## config.mk

```make
export PLATFORM = sky130hd
export DESIGN_NAME = sayac_regfile_dump
export DESIGN_NICKNAME = d
export VERILOG_FILES = /design/src/rtl/sayac_regfile_dump.sv
export SDC_FILE = /design/constraint.sdc
export NUM_CORES = 1
export LEC_CHECK = 0
export CAP_MARGIN = 25
export CORE_ASPECT_RATIO = 1.25
export CORE_MARGIN = 5
export CORE_UTILIZATION = 35
export DETAILED_ROUTE_END_ITERATION = 12
export HOLD_SLACK_MARGIN = 0.03
export PLACE_DENSITY = 0.76
export SKIP_LAST_GASP = 1
export SYNTH_ARGS = -nofsm -noshare
export SYNTH_HDL_FRONTEND = slang
export SYNTH_SLANG_ARGS = --single-unit
```

## constraint.sdc

```tcl
create_clock -name clk -period 4.9 [get_ports clk]
set_clock_uncertainty 0.15 [all_clocks]
set_input_delay 0.735 -clock clk [delete_from_list [all_inputs] [get_ports clk]]
set_output_delay 0.735 -clock clk [all_outputs]
set_load 0.01 [all_outputs]
```

## src/rtl/sayac_regfile_dump.sv

```systemverilog
// sayac_regfile_dump: walks register addresses 0..DEPTH-1 and streams each
// word, tagged with its address, to a consumer.
//
// Handshake: o_out_valid is registered and is raised only from READ. A word
// transfers on a rising edge where o_out_valid & i_out_ready are both high.
// o_out_data/o_out_addr do not change while o_out_valid is high and no
// transfer has happened. i_out_ready never feeds o_out_valid combinationally.
module sayac_regfile_dump #(
    parameter int N     = 16,
    parameter int AW    = 4,
    parameter int DEPTH = 16
) (
    input  logic          clk,
    input  logic          rst,
    input  logic          i_start,
    input  logic          i_abort,
    output logic [AW-1:0] o_rd_addr,
    input  logic [N-1:0]  i_rd_data,
    output logic [N-1:0]  o_out_data,
    output logic [AW-1:0] o_out_addr,
    output logic          o_out_valid,
    input  logic          i_out_ready,
    output logic          o_busy,
    output logic          o_done,
    output logic [1:0]    o_state
);

    typedef enum logic [1:0] {
        ST_IDLE = 2'd0,
        ST_READ = 2'd1,
        ST_SEND = 2'd2,
        ST_DONE = 2'd3
    } state_t;

    // Last address walked; the counter stops here rather than at 2**AW-1.
    localparam logic [AW-1:0] LAST_ADDR = AW'(DEPTH - 1);

    state_t        r_state;
    logic [AW-1:0] r_rd_addr;
    logic [N-1:0]  r_out_data;
    logic [AW-1:0] r_out_addr;
    logic          r_out_valid;

    state_t        w_state_nxt;
    logic [AW-1:0] w_rd_addr_nxt;
    logic          w_out_valid_nxt;
    logic          w_capture;
    logic          w_handshake;

    assign w_handshake = r_out_valid & i_out_ready;

    // Next-state and next-register decode; abort overrides everything outside IDLE.
    always_comb begin
        w_state_nxt     = r_state;
        w_rd_addr_nxt   = r_rd_addr;
        w_out_valid_nxt = r_out_valid;
        w_capture       = 1'b0;
        case (r_state)
            ST_IDLE: begin
                if (i_start && !i_abort) begin
                    w_state_nxt   = ST_READ;
                    w_rd_addr_nxt = '0;
                end
            end
            ST_READ: begin
                w_capture       = 1'b1;
                w_out_valid_nxt = 1'b1;
                w_state_nxt     = ST_SEND;
            end
            ST_SEND: begin
                if (w_handshake) begin
                    w_out_valid_nxt = 1'b0;
                    if (r_rd_addr == LAST_ADDR) begin
                        w_state_nxt = ST_DONE;
                    end else begin
                        w_state_nxt   = ST_READ;
                        w_rd_addr_nxt = r_rd_addr + AW'(1);
                    end
                end
            end
            ST_DONE: begin
                w_state_nxt   = ST_IDLE;
                w_rd_addr_nxt = '0;
            end
            default: begin
                w_state_nxt     = ST_IDLE;
                w_rd_addr_nxt   = '0;
                w_out_valid_nxt = 1'b0;
            end
        endcase
        if (i_abort && (r_state != ST_IDLE)) begin
            w_state_nxt     = ST_IDLE;
            w_rd_addr_nxt   = '0;
            w_out_valid_nxt = 1'b0;
            w_capture       = 1'b0;
        end
    end

    // State, address counter and valid flag.
    always_ff @(posedge clk or posedge rst) begin
        if (rst) begin
            r_state     <= ST_IDLE;
            r_rd_addr   <= '0;
            r_out_valid <= 1'b0;
        end else begin
            r_state     <= w_state_nxt;
            r_rd_addr   <= w_rd_addr_nxt;
            r_out_valid <= w_out_valid_nxt;
        end
    end

    // Output word capture; rd_data is only looked at in READ.
    always_ff @(posedge clk or posedge rst) begin
        if (rst) begin
            r_out_data <= '0;
            r_out_addr <= '0;
        end else if (w_capture) begin
            r_out_data <= i_rd_data;
            r_out_addr <= r_rd_addr;
        end
    end

    assign o_rd_addr   = r_rd_addr;
    assign o_out_data  = r_out_data;
    assign o_out_addr  = r_out_addr;
    assign o_out_valid = r_out_valid;
    assign o_busy      = (r_state == ST_READ) || (r_state == ST_SEND);
    assign o_done      = (r_state == ST_DONE);
    assign o_state     = r_state;

endmodule

```

==> impl_metrics.py, run 1 <==
metrics = {
    "grt": {
        "gr-total-overflow": 0,
        "track_usage": 0.118,
        "grt_pass1_vias": 1074,
        "grt_start_max_net_pins": 28,
        "antenna_found_initial": 0,
        "grt_pass1_wl_um": 4850,
    },
    "route": {
        "wl_um": 2790,
        "firstDrtPassIters": 4,
        "drcViolationCount": 0,
        "vias_per_cell": 5.06,
        "drtIter0Drc": 31,
        "postRouteAntennaNets": 0,
        "wl_per_cell_um": 14.9,
        "via_count": 946,
    },
    "placement": {
        "place_congestion": 0.865,
        "post-place-ws_ps": 1990,
        "place_area_um2": 1760,
        "port_buffers": 49,
        "dp_hpwl_um": 2190,
    },
    "timing": {
        "rsz0062_at_grt": "no",
        "setup_ws_ps": 2280,
        "finalSetupTns_ps": 0,
        "post-route-period-util": 0.536,
        "slew_headroom": 0.458,
        "min_period_ps": 2620,
        "max_freq_mhz": 381,
        "maxSlewViolCount": 0,
        "setup_viol": 0,
        "finalHoldViolCount": 0,
        "worst_pin_slew_ps": 811,
    },
    "pwr": {
        "swShare": 0.336,
        "net-switching-power_mw": 0.351,
        "power.share.clock": 0.116,
        "p_per_area_nw_per_um2": 567,
        "combPwrFrac": 0.527,
        "p_int_mw": 0.692,
        "p_leak_nw": 0.786,
        "p_seq_frac": 0.357,
        "vdd_drop_max_v": 0.000305,
    },
    "clock_network": {
        "clk_pin_slew_ps": 90,
        "ctsHoldBuffers": 0,
        "cts_buffers": 3,
        "cts_tree": "built",
        "cts.htree.levels": 1,
        "clock_path_buffers": 2,
        "cts_num_sinks": 27,
        "ctsResizeCount": 0,
        "cts-root-buf": "clkbuf_8",
        "cts_post_setup_buffers_inserted": 0,
        "clock_latency_ps": 260,
    },
    "logic_synthesis": {
        "yosysSeqAreaShare": 0.543,
        "synth-edff-count": 0,
        "async_flop_share": 1.00,
        "synth_top_area_share": 0.543,
        "yosysWarnings": 0,
        "synth_ff_type": "dfrtp_1",
        "syn-cell-area_um2": 1240,
        "synth-compound-area-share": 0.0884,
        "synth.distinct_cells": 31,
        "netlist_top_cells_count": "27 x dfrtp_1, 20 x mux2_2, 6 x nand2_1",
        "synth_xor_area_frac": 0,
        "syn_nets": 123,
        "synthMuxAreaShare": 0.181,
        "synth_area_leaders": "dfrtp_1 54%, mux2_2 18%, ha_1 5.0%",
        "yosys.area.top_type": "dfrtp_1",
        "yosysMostFrequentCell": "dfrtp_1",
        "synth_fa_ha_area_frac": 0.0503,
        "synth_cells": 97,
        "synthSimpleGateAreaFrac": 0.109,
        "ys_ff_latch": 27,
        "syn_avg_cell_area_um2": 12.8,
        "synth_top_family_by_area": "multiplexers",
    },
    "finish": {
        "antenna_cells": 0,
        "syn_to_final_growth_pct": 47.7,
        "fin_area_um2": 1840,
        "layout.nets": 175,
        "layout-drive-gt1-share": 0.189,
    },
    "worst_setup_path": {
        "critPathArrivalTime_ps": 1740,
        "critPathLaunchType": "register",
        "cpLargestDelayFamily": "buffers and inverters",
        "worst_path_max_delay_cell": "clkdlybuf4s50_1",
        "cp_num_buf_inv": 2,
        "path_cells": "inv_1 > ha_1 > clkdlybuf4s50_1",
        "slowest_delay_ps": 550,
        "cp.required_ps": 4010,
        "regToRegSetupSlack_ps": 2390,
        "critPathKind": "reg2out",
        "critPathCaptureType": "output port",
        "cp_max_fo": 6,
    },
    "job": {
        "maxCapViolations": 0,
    },
    "hold_path": {
        "hold_path.class": "reg2reg",
    },
    "floorplanning": {
        "die_w_um": 63.3,
        "rows": 24,
        "io_pins": 50,
        "initial_core_util": 0.361,
        "die_h_um": 76.7,
        "core_area_um2": 3450,
        "dieArea_um2": 4860,
    },
    "run_status": {
        "outcome": "complete, no violations",
    },
}
state kept, by name, summed over array words and instances (netlist names):
register and cells:
o_out_addr 4, o_state 2, o_out_valid 1, o_rd_addr 4
o_out_data 16
logic make-up (layout without fill, tap and decap cells):
| kind of cell | Yosys count | count (layout) |
|---|---|---|
| flip-flops | 27 | 27 |
| AND/OR/NAND/NOR | 24 | 24 |
| multiplexers | 20 | 20 |
| AO/OA/AOI/OAI | 14 | 14 |
| buffers and inverters | 7 | 58 |
| adder cells (fa/ha/maj) | 5 | 5 |
stage by stage:
stage / util / total power [mW] / cells / hold WS (ps)
after floorplan: - / 0.670 / 97 / 400
after global placement: 0.511 / 0.907 / 182 / 342
after detailed placement: 0.511 / 0.931 / 182 / 345
after CTS: 0.525 / 1.05 / 186 / 365
after global routing: 0.533 / 1.12 / 187 / 382
final: 0.533 / 1.04 / 187 / 359
cell usage in the layout, fill, tap and decap left out, types with 2 or more instances in the layout:
| cell type | instances |
|---|---|
| a21oi_1 | 3 |
| clkbuf_8 | 3 |
| clkdlybuf4s50_1 | 49 |
| nand2b_1 | 2 |
| nor3_1 | 2 |
| o21ai_0 | 2 |
| inv_1 | 4 |
| dfrtp_1 | 27 |
| nand2_1 | 6 |
| ha_1 | 5 |
| mux2_2 | 20 |
| nor2_1 | 4 |
final timing paths:
path / start / end / cells past startpoint
worst max-delay path: o_state[0] / o_busy / 3
worst min-delay path: o_out_data[3] / o_out_data[3] / 1
worst max register to register: o_state[0] / o_out_data[13] / 5
worst min register to register: o_out_data[3] / o_out_data[3] / 1
max in group asynchronous: rst / o_out_data[13] / 3
min in group asynchronous: rst / o_out_valid / 2
worst register-to-register path, stage by stage, from the launching register on:
cell      delay (ps)
dfrtp_1          460
inv_1            160
ha_1             310
nand2b_1         260
nand2_1          650
mux2_2           420
routing by layer:
layer  share of wire  global-route usage
met4          0.0036              0.0229
met3           0.061              0.0336
met1            0.43               0.149
met5               0                   0
met2            0.51               0.201
power by group through the flow:
stage | sequential, mW | combinational [mW] | clock [mW]
2_1_floorplan | 0.413 | 0.257 | 0
3_3_place_gp | 0.374 | 0.533 | 0
3_5_place_dp | 0.377 | 0.554 | 0
4_1_cts | 0.373 | 0.556 | 0.126
5_1_grt | 0.387 | 0.593 | 0.137
6_report | 0.372 | 0.550 | 0.121
final cells by class:
class,instances,area [um2]
Fill cell,299,1610
Multi-Input combinational cell,63,533
Sequential cell,27,676
Inverter,4,15.0
Tap cell,39,48.8
Timing Repair Buffer,50,518
Clock inverter,1,7.51
Clock buffer,3,41.3
(Power assumes the default switching activity.)
==> inputs of run 2 (changes only) <==
--- a/config.mk
+++ b/config.mk
@@ -11,7 +11,7 @@
 export CORE_UTILIZATION = 35
 export DETAILED_ROUTE_END_ITERATION = 12
 export HOLD_SLACK_MARGIN = 0.03
-export PLACE_DENSITY = 0.76
+export PLACE_DENSITY = 0.79
 export SKIP_LAST_GASP = 1
 export SYNTH_ARGS = -nofsm -noshare
 export SYNTH_HDL_FRONTEND = slang
==> constraint.sdc (replaced) <==
create_clock -name clk -period 2.3 [get_ports clk]
set_clock_uncertainty 0.15 [all_clocks]
set_input_delay 0.345 -clock clk [delete_from_list [all_inputs] [get_ports clk]]
set_output_delay 0.345 -clock clk [all_outputs]
set_load 0.01 [all_outputs]
==> run 2 against run 1 <==
Compared with the run above: combinational power is 120% higher; clock power rose by 110%; sequential share of layout area unchanged; via count grew 1.9%; non-clock buffer count rose by 2; worst setup slack got worse by 2200 ps; cell count increased by 1.1%; cell area unchanged.
==> impl_metrics.py, run 2 (synthesized netlist as in run 1, its figures left out) <==
metrics = {
    "timing": {
        "worst_pin_slew_ps": 359,
        "slew_headroom": 0.759,
        "maxSlewViolCount": 0,
        "max_freq_mhz": 458,
        "setup_viol": 0,
        "post-route-period-util": 0.950,
        "rsz0062_at_grt": "no",
        "min_period_ps": 2180,
        "setup_ws_ps": 115,
        "finalSetupTns_ps": 0,
        "finalHoldViolCount": 0,
    },
    "placement": {
        "dp.cells": 185,
        "place_area_um2": 1790,
        "post-place-ws_ps": 158,
        "place_congestion": 0.797,
        "dp_hpwl_um": 2210,
        "port_buffers": 49,
    },
    "run_status": {
        "outcome": "complete, no violations",
    },
    "finish": {
        "layout_common_cells": "49 x clkdlybuf4s50_1, 27 x dfrtp_1, 20 x mux2_2",
        "largest_reg_flops": 16,
        "fin_area_um2": 1840,
        "layout.nets": 177,
        "antenna_cells": 0,
        "syn_to_final_growth_pct": 47.7,
        "layout-drive-gt1-share": 0.213,
        "fillers": 296,
        "fin_cells": 189,
        "layout_commonest_cell": "clkdlybuf4s50_1",
    },
    "worst_setup_path": {
        "cpLargestDelayFamily": "buffers and inverters",
        "critPathCaptureType": "output port",
        "path_cells": "inv_1 > ha_1 > clkdlybuf4s50_1",
        "slowest_delay_ps": 530,
        "critPathLaunchType": "register",
        "cp_num_buf_inv": 2,
        "cp.required_ps": 1800,
        "cp_max_fo": 6,
        "critPathArrivalTime_ps": 1690,
        "worst_path_max_delay_cell": "clkdlybuf4s50_1",
        "critPathKind": "reg2out",
    },
    "job": {
        "maxCapViolations": 0,
    },
    "clock_network": {
        "cts-root-buf": "clkbuf_8",
        "cts_buffers": 3,
        "clock_path_buffers": 2,
        "ctsHoldBuffers": 0,
        "cts_num_sinks": 27,
        "cts.htree.levels": 1,
        "clk_pin_slew_ps": 90,
        "cts_tree": "built",
        "clock_latency_ps": 260,
    },
    "route": {
        "firstDrtPassIters": 4,
        "postRouteAntennaNets": 0,
        "drtIter0Drc": 34,
        "wl_um": 2870,
        "wl_per_cell_um": 15.2,
        "drcViolationCount": 0,
        "vias_per_cell": 5.10,
        "via_count": 964,
    },
    "grt": {
        "grt_pass1_wl_um": 4760,
        "antenna_found_initial": 0,
        "grt_pass1_vias": 1090,
        "grt_start_max_net_pins": 28,
        "track_usage": 0.117,
        "gr-total-overflow": 0,
    },
    "floorplanning": {
        "rows": 24,
        "initial_core_util": 0.361,
        "io_pins": 50,
        "core_area_um2": 3450,
        "die_w_um": 63.3,
        "dieArea_um2": 4860,
        "die_h_um": 76.7,
    },
    "hold_path": {
        "hold_path.class": "in2async",
    },
    "pwr": {
        "power_mw": 2.26,
        "vdd_drop_max_v": 0.000796,
        "p_per_area_nw_per_um2": 1230,
        "p_leak_nw": 0.791,
    },
}
## run 2: changes by cell type in the layout (fill, tap and decap cells not counted)
| cell | previous run | this run |
|---|---|---|
| ha_2 | 0 | 1 |
| ha_1 | 5 | 4 |
| clkinv_2 | 0 | 1 |
| o31ai_1 | 1 | 0 |
| clkinvlp_4 | 1 | 0 |
| buf_16 | 1 | 0 |
| o31ai_2 | 0 | 1 |
| buf_4 | 0 | 3 |
## run 2: layer usage
layer | vias up | wire length [um] | global-route usage
met5 | - | 0 | 0
met4 | 0 | 11 | 0.0374
met3 | 2 | 220 | 0.0424
met2 | 47 | 1560 | 0.211
met1 | 463 | 1080 | 0.122
li1 | 452 | - | -
## run 2: metrics by stage
stage               hold slack (ps)   util
detailed placement              341  0.517
global placement                336  0.517
finish                          308  0.533
floorplan                       248      -
CTS                             316  0.530
global route                    358  0.533
## run 2: worst register-to-register path, stage by stage, from the launching register on
cell,delay [ps]
dfrtp_1,450
inv_1,150
ha_1,310
nand2b_1,280
nand2_1,140
buf_4,200
mux2_2,350
## run 2: final timing paths
kind | startpoint | cells past startpoint | to | slack [ps]
setup / recovery | o_state[0] | 3 | o_busy | 120
hold / removal | rst | 3 | o_out_data[5] | 310
setup reg to reg | o_state[0] | 6 | o_out_data[9] | 170
hold reg to reg | o_out_data[2] | 1 | o_out_data[2] | 360
max in group asynchronous | rst | 3 | o_out_data[9] | 1440
min in group clk | o_out_data[2] | 1 | o_out_data[2] | 360
## run 2: cell type report
cell class	instances	area (um2)	area share
Clock buffer	3	41.3	0.0224
Clock inverter	1	5.00	0.00272
Inverter	4	15.0	0.00816
Multi-Input combinational cell	63	541	0.294
Timing Repair Buffer	52	513	0.279
Sequential cell	27	676	0.367
Tap cell	39	48.8	0.0265
## run 2: report_power, final
part,switching (mW),internal (mW),total (mW)
Clock,0.139,0.121,0.260
Combinational,0.499,0.709,1.21
Sequential,0.122,0.667,0.789
Total,0.761,1.50,2.26
## run 2: what timing repair did
action	CTS	global route
setup endpoints to repair	0	1
buffers inserted	0	0
gates resized for setup	0	2
hold endpoints to repair	0	0
==> inputs of run 3 (changes only) <==
--- a/config.mk
+++ b/config.mk
@@ -6,7 +6,7 @@
 export NUM_CORES = 1
 export LEC_CHECK = 0
 export CAP_MARGIN = 25
-export CORE_ASPECT_RATIO = 1.25
+export CORE_ASPECT_RATIO = 1.75
 export CORE_MARGIN = 5
 export CORE_UTILIZATION = 35
 export DETAILED_ROUTE_END_ITERATION = 12
==> run 3 against run 2 <==
Compared with the run above: wire length increased by 12%; critical endpoint unchanged; sequential power increased by 1%; via count increased by 2.6%; hold slack got worse by 4.2 ps; die area increased by 0.81%; critical path type unchanged; critical path depth unchanged; worst setup slack got worse by 13 ps.
==> impl_metrics.py, run 3 (synthesized netlist as in run 1, its figures left out) <==
metrics = {
    "clock_network": {
        "cts.htree.levels": 1,
        "cts-root-buf": "clkbuf_8",
        "clk_pin_slew_ps": 90,
        "clock_latency_ps": 260,
        "ctsHoldBuffers": 0,
        "clock_path_buffers": 2,
        "ctsResizeCount": 0,
        "cts_num_sinks": 27,
        "cts_buffers": 3,
        "cts_post_setup_buffers_inserted": 0,
        "cts_tree": "built",
    },
    "route": {
        "postRouteAntennaNets": 0,
        "drtIter0Drc": 7,
        "firstDrtPassIters": 4,
        "wl_per_cell_um": 16.6,
        "via_count": 989,
        "wl_um": 3220,
        "vias_per_cell": 5.10,
        "drcViolationCount": 0,
    },
    "pwr": {
        "p_int_mw": 1.51,
        "p_per_area_nw_per_um2": 1240,
        "net-switching-power_mw": 0.788,
        "power_mw": 2.30,
        "power.share.clock": 0.113,
        "p_leak_nw": 0.792,
        "vdd_drop_max_v": 0.000811,
        "p_seq_frac": 0.348,
        "combPwrFrac": 0.539,
        "swShare": 0.343,
    },
    "floorplanning": {
        "dieArea_um2": 4900,
        "io_pins": 50,
        "die_w_um": 55.1,
        "die_h_um": 88.9,
        "rows": 28,
        "initial_core_util": 0.366,
        "core_area_um2": 3400,
    },
    "worst_setup_path": {
        "cp.required_ps": 1800,
        "critPathCaptureType": "output port",
        "critPathKind": "reg2out",
        "critPathLaunchType": "register",
        "critPathArrivalTime_ps": 1700,
        "cp_max_fo": 9,
    },
    "grt": {
        "gr-total-overflow": 0,
        "grt_start_max_net_pins": 28,
        "met1_usage": 0.144,
        "antenna_found_initial": 0,
        "use_met2": 0.272,
        "top_usage_layer": "met2",
        "grt_pass1_wl_um": 4950,
        "grt_pass1_vias": 1089,
        "grt_use_met3": 0.0167,
        "track_usage": 0.137,
    },
    "finish": {
        "layout_commonest_cell": "clkdlybuf4s50_1",
        "layout-drive-gt1-share": 0.208,
        "layout_common_cells": "49 x clkdlybuf4s50_1, 27 x dfrtp_1, 20 x mux2_2",
        "antenna_cells": 0,
        "largest_reg_flops": 16,
        "syn_to_final_growth_pct": 48.7,
        "layout.nets": 176,
    },
    "timing": {
        "setup_viol": 0,
        "rsz0062_at_grt": "no",
        "maxSlewViolCount": 0,
        "finalHoldViolCount": 0,
        "post-route-period-util": 0.955,
        "worst_pin_slew_ps": 390,
        "slew_headroom": 0.737,
        "min_period_ps": 2200,
        "max_freq_mhz": 455,
        "finalSetupTns_ps": 0,
    },
    "placement": {
        "place_congestion": 0.888,
        "dp_hpwl_um": 2590,
        "port_buffers": 49,
    },
    "job": {
        "maxCapViolations": 0,
    },
    "hold_path": {
        "hold_path.class": "in2async",
    },
    "run_status": {
        "outcome": "complete, no violations",
    },
}
-- run 3: cell types whose count changed in the layout (fill, tap and decap cells not counted) --
cell	delta
buf_12	+1
buf_4	-2
-- run 3: metal layers --
| layer | up-vias | wire, um | share of wire |
|---|---|---|---|
| met5 | - | 0 | 0 |
| met4 | 0 | 25 | 0.0078 |
| met3 | 2 | 144 | 0.045 |
| met2 | 33 | 1980 | 0.62 |
| met1 | 500 | 1060 | 0.33 |
| li1 | 454 | - | - |
-- run 3: through the flow --
stage | utilization | cells | cell area, um2 | worst slack, ps | hold WS (ps)
after floorplan | - | 97 | 1240 | 231 | 248
after global placement | 0.529 | 190 | 1800 | 228 | 335
after detailed placement | 0.529 | 190 | 1800 | 132 | 344
after CTS | 0.543 | 194 | 1840 | 109 | 316
after global routing | 0.545 | 194 | 1850 | 24.4 | 332
final | 0.545 | 194 | 1850 | 103 | 304
-- run 3: power groups by stage --
stage / registers [mW] / logic [mW] / clock network [mW]
after detailed placement: 0.810 / 1.24 / 0
after global routing: 0.824 / 1.32 / 0.286
final: 0.799 / 1.24 / 0.260
after CTS: 0.800 / 1.24 / 0.268
after global placement: 0.787 / 1.19 / 0
after floorplan: 0.880 / 0.547 / 0
-- run 3: cell type report --
type	instances	area, um2
Fill cell	294	1550
Inverter	4	15.0
Tap cell	45	56.3
Sequential cell	27	676
Clock inverter	1	5.00
Timing Repair Buffer	51	518
Clock buffer	3	41.3
Multi-Input combinational cell	63	541
-- run 3: worst paths after layout --
path | from | to | slack, ps | cells after the start
hold reg to reg | o_out_addr[3] | o_out_addr[3] | 360 | 1
setup reg to reg | o_state[0] | o_out_data[7] | 160 | 6
hold / removal | rst | o_out_data[0] | 300 | 3
max in group asynchronous | rst | o_out_addr[3] | 1430 | 3
min in group clk | o_out_addr[3] | o_out_addr[3] | 360 | 1
setup / recovery | o_state[1] | o_busy | 100 | 3
-- run 3: worst max-delay path: stages, from the launching register on --
cell             delay [ps]
dfrtp_1                 520
inv_1                   110
ha_1                    280
clkdlybuf4s50_1         530
